`src/rtl/serial_add_ctrl.sv`:
```
// Bit-serial adder controller: one full_adder stepped LSB-first over WIDTH cycles, with valid/ready on both sides.
// Optional signed-overflow output out_ovf is built when SERIAL_ADD_OVF_EN is defined.

module full_adder (
   input  logic a,
   input  logic b,
   input  logic c_in,
   output logic sum,
   output logic c_out
);
   assign sum   = a ^ b ^ c_in;
   assign c_out = (a & b) | (a & c_in) | (b & c_in);
endmodule

module serial_add_ctrl #(
   parameter int WIDTH = 8
) (
   input  logic             clk,
   input  logic             rstn,
   input  logic             in_valid,
   output logic             in_ready,
   input  logic [WIDTH-1:0] in_a,
   input  logic [WIDTH-1:0] in_b,
   input  logic             in_cin,
   output logic             out_valid,
   input  logic             out_ready,
   output logic [WIDTH-1:0] out_sum,
   output logic             out_cout,
`ifdef SERIAL_ADD_OVF_EN
   output logic             out_ovf,
`endif
   output logic             busy
);
   localparam int CNT_W = $clog2(WIDTH);

   typedef enum logic [1:0] {IDLE, RUN, DONE} state_t;

   state_t             state_q, state_d;
   logic [WIDTH-1:0]   a_sr_q, a_sr_d;
   logic [WIDTH-1:0]   b_sr_q, b_sr_d;
   logic [WIDTH-1:0]   sum_sr_q, sum_sr_d;
   logic               carry_q, carry_d;
   logic [CNT_W-1:0]   cnt_q, cnt_d;
   logic               out_valid_q, out_valid_d;
   logic [WIDTH-1:0]   out_sum_q, out_sum_d;
   logic               out_cout_q, out_cout_d;
   logic               ovf_q, ovf_d;
   logic               fa_sum, fa_cout;

   full_adder u_fa (
      .a     (a_sr_q[0]),
      .b     (b_sr_q[0]),
      .c_in  (carry_q),
      .sum   (fa_sum),
      .c_out (fa_cout)
   );

   always_comb begin
      state_d     = state_q;
      a_sr_d      = a_sr_q;
      b_sr_d      = b_sr_q;
      sum_sr_d    = sum_sr_q;
      carry_d     = carry_q;
      cnt_d       = cnt_q;
      out_valid_d = out_valid_q;
      out_sum_d   = out_sum_q;
      out_cout_d  = out_cout_q;
      ovf_d       = ovf_q;
      unique case (state_q)
         IDLE: begin
            if (in_valid) begin
               a_sr_d   = in_a;
               b_sr_d   = in_b;
               carry_d  = in_cin;
               cnt_d    = '0;
               sum_sr_d = '0;
               state_d  = RUN;
            end
         end
         RUN: begin
            a_sr_d   = a_sr_q >> 1;
            b_sr_d   = b_sr_q >> 1;
            sum_sr_d = {fa_sum, sum_sr_q[WIDTH-1:1]};
            carry_d  = fa_cout;
            cnt_d    = cnt_q + CNT_W'(1);
            if (cnt_q == CNT_W'(WIDTH - 1)) begin
               state_d     = DONE;
               out_valid_d = 1'b1;
               out_sum_d   = {fa_sum, sum_sr_q[WIDTH-1:1]};
               out_cout_d  = fa_cout;
               // On the MSB step carry_q is exactly the carry into the MSB.
               ovf_d       = carry_q ^ fa_cout;
            end
         end
         DONE: begin
            if (out_ready) begin
               out_valid_d = 1'b0;
               state_d     = IDLE;
            end
         end
         default: state_d = IDLE;
      endcase
   end

   always_ff @(posedge clk or negedge rstn) begin
      if (!rstn) begin
         state_q     <= IDLE;
         a_sr_q      <= '0;
         b_sr_q      <= '0;
         sum_sr_q    <= '0;
         carry_q     <= 1'b0;
         cnt_q       <= '0;
         out_valid_q <= 1'b0;
         out_sum_q   <= '0;
         out_cout_q  <= 1'b0;
         ovf_q       <= 1'b0;
      end else begin
         state_q     <= state_d;
         a_sr_q      <= a_sr_d;
         b_sr_q      <= b_sr_d;
         sum_sr_q    <= sum_sr_d;
         carry_q     <= carry_d;
         cnt_q       <= cnt_d;
         out_valid_q <= out_valid_d;
         out_sum_q   <= out_sum_d;
         out_cout_q  <= out_cout_d;
         ovf_q       <= ovf_d;
      end
   end

   assign in_ready  = (state_q == IDLE);
   assign busy      = (state_q != IDLE);
   assign out_valid = out_valid_q;
   assign out_sum   = out_sum_q;
   assign out_cout  = out_cout_q;
`ifdef SERIAL_ADD_OVF_EN
   assign out_ovf   = ovf_q;
`else
   // Without the overflow port this flop has no load and is trimmed away.
   logic unused_ovf;
   assign unused_ovf = ovf_q;
`endif
endmodule

```
`config.mk`:
```
export PLATFORM = sky130hd
export DESIGN_NAME = serial_add_ctrl
export DESIGN_NICKNAME = d
export VERILOG_FILES = /design/src/rtl/serial_add_ctrl.sv
export SDC_FILE = /design/constraint.sdc
export NUM_CORES = 1
export LEC_CHECK = 0
export ABC_CLOCK_PERIOD_IN_PS = 3000
export CAP_MARGIN = 0
export CORE_AREA = 2 2 61 63
export DETAILED_ROUTE_END_ITERATION = 7
export DIE_AREA = 0 0 63 65
export GPL_ROUTABILITY_DRIVEN = 0
export GPL_TIMING_DRIVEN = 0
export PLACE_DENSITY = 0.77
export SYNTH_ARGS = -nofsm -noshare
export SYNTH_HDL_FRONTEND = slang
export SYNTH_HIERARCHICAL = 1
export SYNTH_SLANG_ARGS = --single-unit
```
`constraint.sdc`:
```
create_clock -name clk -period 3 [get_ports clk]
set_clock_uncertainty 0.1 [all_clocks]
set_input_delay 0.75 -clock clk [delete_from_list [all_inputs] [get_ports clk]]
set_output_delay 0.75 -clock clk [all_outputs]
set_load 0.005 [all_outputs]
```
**Yosys cells after proc, flatten, opt, wreduce, memory -nomap -nowiden**

Cells that the tools add are included.

- Register bits: 40
- Bits in latches: 0
- Memory bits (writable): 0
- ROM bits: 0
- Bits of input ports: 21
- Word-level logic and storage cells: 48
- Memories: 0

- Add/subtract/negate cells: 1
- $mul: 0
- Divide/modulo/power cells: 0
- $lt $le $gt $ge: 0
- Equality and inequality tests: 6
- Shifts and indexed selects: 0
- Mux-type cells: 17
- Bitwise logic cells: 7
- Reductions and logical operators: 8

Operators by type and width:

| kind | count |
|---|---|
| 8-bit case mux with 2 select lines | 3 |
| 8-bit 2-to-1 mux | 3 |
| 2-bit 2-to-1 mux | 3 |
| 2-bit inequality test (second input constant) | 3 |
| 2-bit case mux with 3 select lines | 1 |
| 3-bit case mux with 2 select lines | 1 |
| 3-bit AND reduction | 2 |
| 2-bit nonzero test | 3 |
| 1-bit case mux with 2 select lines | 2 |
| 2-bit AND reduction | 2 |
| 3-bit by 1-bit adder with 3-bit output (second input constant) | 1 |
| 1-bit bitwise AND | 3 |
| 3-bit equality test (second input constant) | 1 |
| 1-bit 2-to-1 mux | 3 |
| 3-bit 2-to-1 mux | 1 |
| 2-bit by 1-bit equality test with 1-bit output (second input constant) | 1 |
| 2-bit equality test (second input constant) | 1 |
| 2-bit zero test | 1 |
| 1-bit bitwise OR | 2 |
| 1-bit bitwise XOR | 2 |

**Depth between registers and ports, before layout**

Gate-level depths: netlist of run 1.

- Depth after elaboration: 4
- Gate-level depth with buffers: 5
- Depth with buffers taken out: 4

**Hierarchy**

Netlist of run 1, hierarchy kept.

By module, submodules not included:

| module | instances | cells each | area each (um^2) |
|---|---|---|---|
| serial_add_ctrl | 1 | 138 | 1811.7 |
| full_adder | 1 | 1 | 20.0 |

**Worst setup path after synthesis of run 1**

OpenSTA, ideal clock, no wires.

- Path kind: register to output
- From: register state_q[1]
- To: output port busy
- Data arrival time: 0.795 ns
- Setup slack: 1.355 ns
- Stages on the path, launching flop included: 4
- Path buffers: 1
- Cells stage by stage: dfrtp_1 -> buf_6 -> nor2_2 -> inv_1

- Cells in the longest elaborated chain, start to end: 1

RTL lines:

| element | RTL line | text |
|---|---|---|
| start: declaration | 38 | `state_t state_q, state_d;` |
| start signal: assignment | 118 | `state_q <= state_d;` |
| 2-bit nonzero test | 132 | `assign busy = (state_q != IDLE);` |
| end: declaration | 32 | `output logic busy` |

No other way between the ends.

**Worst setup path after layout of run 1**

- From: register state_q[1]
- To: output port in_ready

- Cells in the longest elaborated chain, start to end: 1

RTL lines:

| element | RTL line | text |
|---|---|---|
| 2-bit zero test | 131 | `assign in_ready = (state_q == IDLE);` |
| end: declaration | 21 | `output logic in_ready,` |

No other way between the ends.

==> impl_metrics.xml, run 1 <==
<?xml version="1.0" encoding="UTF-8"?>
<metrics>
  <group name="run_status">
    <metric name="status" unit="">finished, final reports clean</metric>
  </group>
  <group name="placement">
    <metric name="placed_area" unit="mm2">0.00221</metric>
    <metric name="io_buffer_count" unit="">32</metric>
    <metric name="hpwl" unit="um">2430</metric>
  </group>
  <group name="critical_path">
    <metric name="timing.critical_path.required" unit="ns">2.15</metric>
    <metric name="start_kind" unit="">flip-flop</metric>
    <metric name="crit_path_max_fanout" unit="">10</metric>
    <metric name="worst-r2r-setup-slack" unit="ns">1.39</metric>
    <metric name="worstSetupStartpoint" unit="">state_q[1]$_DFFE_PN0P_</metric>
    <metric name="worst_r2r_startpoint" unit="">cnt_q[0]$_DFFE_PN0P_</metric>
    <metric name="setup_cp_type" unit="">flip-flop to primary output</metric>
    <metric name="timing.critical_path.to" unit="">in_ready</metric>
    <metric name="worstSetupEndpointType" unit="">primary output</metric>
    <metric name="reg2reg_to" unit="">out_cout$_DFFE_PN0P_</metric>
    <metric name="reg2regPathDepth" unit="">4</metric>
    <metric name="cp_data_arrival_time" unit="ns">1.71</metric>
  </group>
  <group name="sta">
    <metric name="setup_tns" unit="ns">0</metric>
    <metric name="slew_headroom" unit="%">42.7</metric>
    <metric name="hold_violations" unit="">0</metric>
    <metric name="final-max-slew-violation-count" unit="">0</metric>
    <metric name="rsz0062_at_grt" unit="">false</metric>
    <metric name="clock_period_minus_worst_slack" unit="ns">2.56</metric>
    <metric name="worstMarginPinSlew" unit="ns">0.860</metric>
    <metric name="maxClockFrequency" unit="GHz">0.390</metric>
    <metric name="setup_violations" unit="">0</metric>
    <metric name="fin_crit_sh" unit="%">85.4</metric>
  </group>
  <group name="synth">
    <metric name="post_synth_inst_count" unit="">139</metric>
    <metric name="synth.largest_area_cell" unit="">dfrtp_1</metric>
    <metric name="synth_cell_types" unit="">30</metric>
    <metric name="synth_fp_nets" unit="">163</metric>
    <metric name="yosys.cell_count.top_type" unit="">dfrtp_1</metric>
    <metric name="synth-seq-cells" unit="">39</metric>
    <metric name="synth-warning-count" unit="">6</metric>
    <metric name="synth_sequential_area_ratio" unit="%">53.3</metric>
    <metric name="yosys-top-cells-count" unit="">39 x dfrtp_1, 12 x nor2_1</metric>
    <metric name="ys_top_cells_by_area" unit="">dfrtp_1 53%, mux2_4 7.4%, o22ai_2 6.1%</metric>
    <metric name="synthDominantCellAreaShare" unit="%">53.3</metric>
    <metric name="post_synth_instance_area" unit="mm2">0.00183</metric>
    <metric name="synth_top_flop_cell" unit="">dfrtp_1</metric>
    <metric name="number_of_enable_type_register_cells_in_the_synthesized_netlist" unit="">0</metric>
    <metric name="avgSynthCellArea" unit="um2">13.2</metric>
    <metric name="proportion_of_register_bits_with_asynchronous_set_or_reset_after_synthesis" unit="%">100</metric>
  </group>
  <group name="grt">
    <metric name="grt_usage" unit="%">18.1</metric>
    <metric name="antenna_violations_before_repair" unit="">0</metric>
    <metric name="grt_pass1_wl" unit="um">5650</metric>
    <metric name="global_route.overflow_total" unit="">0</metric>
    <metric name="grt_pass1_vias" unit="">1185</metric>
    <metric name="grt_max_degree" unit="">40</metric>
  </group>
  <group name="run">
    <metric name="max-cap-violations" unit="">0</metric>
  </group>
  <group name="final_layout">
    <metric name="nets" unit="">202</metric>
    <metric name="flow.area_growth_from_synthesis" unit="%">25.2</metric>
    <metric name="post_route_cells_drive_above_1_share" unit="%">29.6</metric>
    <metric name="diodes" unit="">0</metric>
    <metric name="final_design_area_no_fill" unit="mm2">0.00229</metric>
  </group>
  <group name="clock_tree">
    <metric name="clock_tree.buffer_depth" unit="">2</metric>
    <metric name="cts_repair_resize_count" unit="">0</metric>
    <metric name="htree_num_levels" unit="">2</metric>
    <metric name="cts_hold_buf" unit="">0</metric>
    <metric name="clock_tree_from_tritoncts" unit="">yes</metric>
    <metric name="post-cts-setup-buffer-count" unit="">0</metric>
    <metric name="cts_made_buffers" unit="">5</metric>
    <metric name="clkTransAtPathRegs" unit="ns">0.12</metric>
    <metric name="clock_tree_root_buffer_cell" unit="">clkbuf_4</metric>
    <metric name="number_of_sinks_handled_by_clock_tree_synthesis" unit="">39</metric>
    <metric name="clock_insertion_delay_worst_skew" unit="ns">0.34</metric>
  </group>
  <group name="drt">
    <metric name="route.detailed.vias_per_inst" unit="">5.43</metric>
    <metric name="detail_route.wl_per_cell" unit="um">15.1</metric>
    <metric name="detailroute.via_count" unit="">1233</metric>
    <metric name="drt-pass1-iter-count" unit="">6</metric>
    <metric name="drt_first_iter_violations" unit="">56</metric>
    <metric name="route.detailed.drc" unit="">0</metric>
    <metric name="postRouteAntennaNets" unit="">0</metric>
    <metric name="drt_wl_total" unit="um">3420</metric>
  </group>
  <group name="pwr">
    <metric name="total_leakage_power" unit="nW">1.03</metric>
    <metric name="irDropWorstVdd" unit="uV">453</metric>
    <metric name="power-per-cell-area" unit="mW/mm2">1010</metric>
  </group>
  <group name="floorplan">
    <metric name="initial_core_util" unit="%">52.4</metric>
    <metric name="chipHeight" unit="um">65</metric>
    <metric name="floorplan.io_pins" unit="">33</metric>
    <metric name="fp.dieArea" unit="mm2">0.00410</metric>
    <metric name="core_region_area" unit="mm2">0.00350</metric>
    <metric name="core.rowCount" unit="">22</metric>
    <metric name="floorplan.die.width" unit="um">63</metric>
  </group>
  <group name="worst_hold_path">
    <metric name="timing.hold.worst.class" unit="">primary input to asynchronous set/reset pin</metric>
  </group>
</metrics>
==> placed cells by master, fill, tap and decap left out, types with 5 or more instances in the layout <==
cell type | Yosys | final
a22o_1 | 9 | 9
nand2_1 | 7 | 7
a21oi_2 | 9 | 9
dfrtp_1 | 39 | 39
buf_6 | 6 | 6
nor2_1 | 12 | 12
a21oi_1 | 5 | 5
mux2_4 | 9 | 9
clkbuf_4 | 0 | 5
clkdlybuf4s50_1 | 0 | 31
o22ai_2 | 9 | 9
==> worst max-delay path, cell delays in order (launching register included) <==
cell	delay (ns)
dfrtp_1	0.48
buf_6	0.18
nor2_2	0.17
clkdlybuf4s50_1	0.54
==> worst min-delay path by stage <==
stage	startpoint	to	slack (ns)	cells after the start
2_1_floorplan	rstn	a_sr_q[0]$_DFFE_PN0P_	0.35	0
3_3_place_gp	cnt_q[0]$_DFFE_PN0P_	cnt_q[0]$_DFFE_PN0P_	0.37	1
3_5_place_dp	cnt_q[2]$_DFFE_PN0P_	cnt_q[2]$_DFFE_PN0P_	0.39	1
4_1_cts	rstn	cnt_q[0]$_DFFE_PN0P_	0.42	1
5_1_grt	out_sum[5]$_DFFE_PN0P_	out_sum[5]$_DFFE_PN0P_	0.44	1
6_report	rstn	a_sr_q[1]$_DFFE_PN0P_	0.41	1
==> kinds of logic (layout without fill, tap and decap cells) <==
kind of cell / Yosys count / after routing / share of synthesized area, %
simple gates: 30 / 30 / 8.74
compound gates: 47 / 47 / 23.3
flops: 39 / 39 / 53.3
mux: 9 / 9 / 7.38
fa+ha+maj: 3 / 3 / 2.46
buf+inv: 11 / 51 / 4.85
==> power by group <==
group	total [mW]	internal, mW	switching, mW
Combinational	1.02	0.608	0.412
Clock	0.366	0.197	0.169
Sequential	0.942	0.764	0.178
==> flip-flops by register name (all words and copies together) (netlist names) <==
name / count
b_sr_q: 8
out_sum: 8
state_q: 2
out_cout: 1
sum_sr_q: 7
a_sr_q: 8
carry_q: 1
cnt_q: 3
out_valid: 1
==> metal layers <==
metal / wire length (um) / global-route usage (%) / up-vias / part of all wire [%]
li1: - / - / 579 / -
met1: 1490 / 22.6 / 612 / 43
met2: 1740 / 30.6 / 40 / 51
met3: 175 / 4.34 / 2 / 5.1
met4: 16 / 6.39 / 0 / 0.47
met5: 0 / 0 / - / 0
==> final cells by class <==
type	count	area [um2]
multi-input combinational	89	767
buffer	8	77.6
fill	275	1200
tap	48	60.1
inverter	3	11.3
clock buffer	6	51.3
clock inverter	2	35.0
sequential	39	976
timing repair buffer	32	315
==> metrics by stage <==
step	hold WS, ns	power, mW	utilization, %	cells	worst slack (ns)
5_1_grt	0.440	2.48	65.6	227	0.323
4_1_cts	0.420	2.35	65.6	227	0.433
3_5_place_dp	0.393	1.98	63.1	219	0.789
6_report	0.408	2.33	65.6	227	0.437
3_3_place_gp	0.371	1.93	63.3	219	0.211
2_1_floorplan	0.351	1.65	-	139	1.35
Power figures use the tool's default switching activity.
==> inputs of run 2 (changes only) <==
--- a/config.mk
+++ b/config.mk
@@ -13,6 +13,7 @@
 export GPL_ROUTABILITY_DRIVEN = 0
 export GPL_TIMING_DRIVEN = 0
 export PLACE_DENSITY = 0.77
+export SKIP_CTS_REPAIR_TIMING = 1
 export SYNTH_ARGS = -nofsm -noshare
 export SYNTH_HDL_FRONTEND = slang
 export SYNTH_HIERARCHICAL = 1
==> results of run 2 <==
Final layout, timing and power as in run 1 (identical DEF).
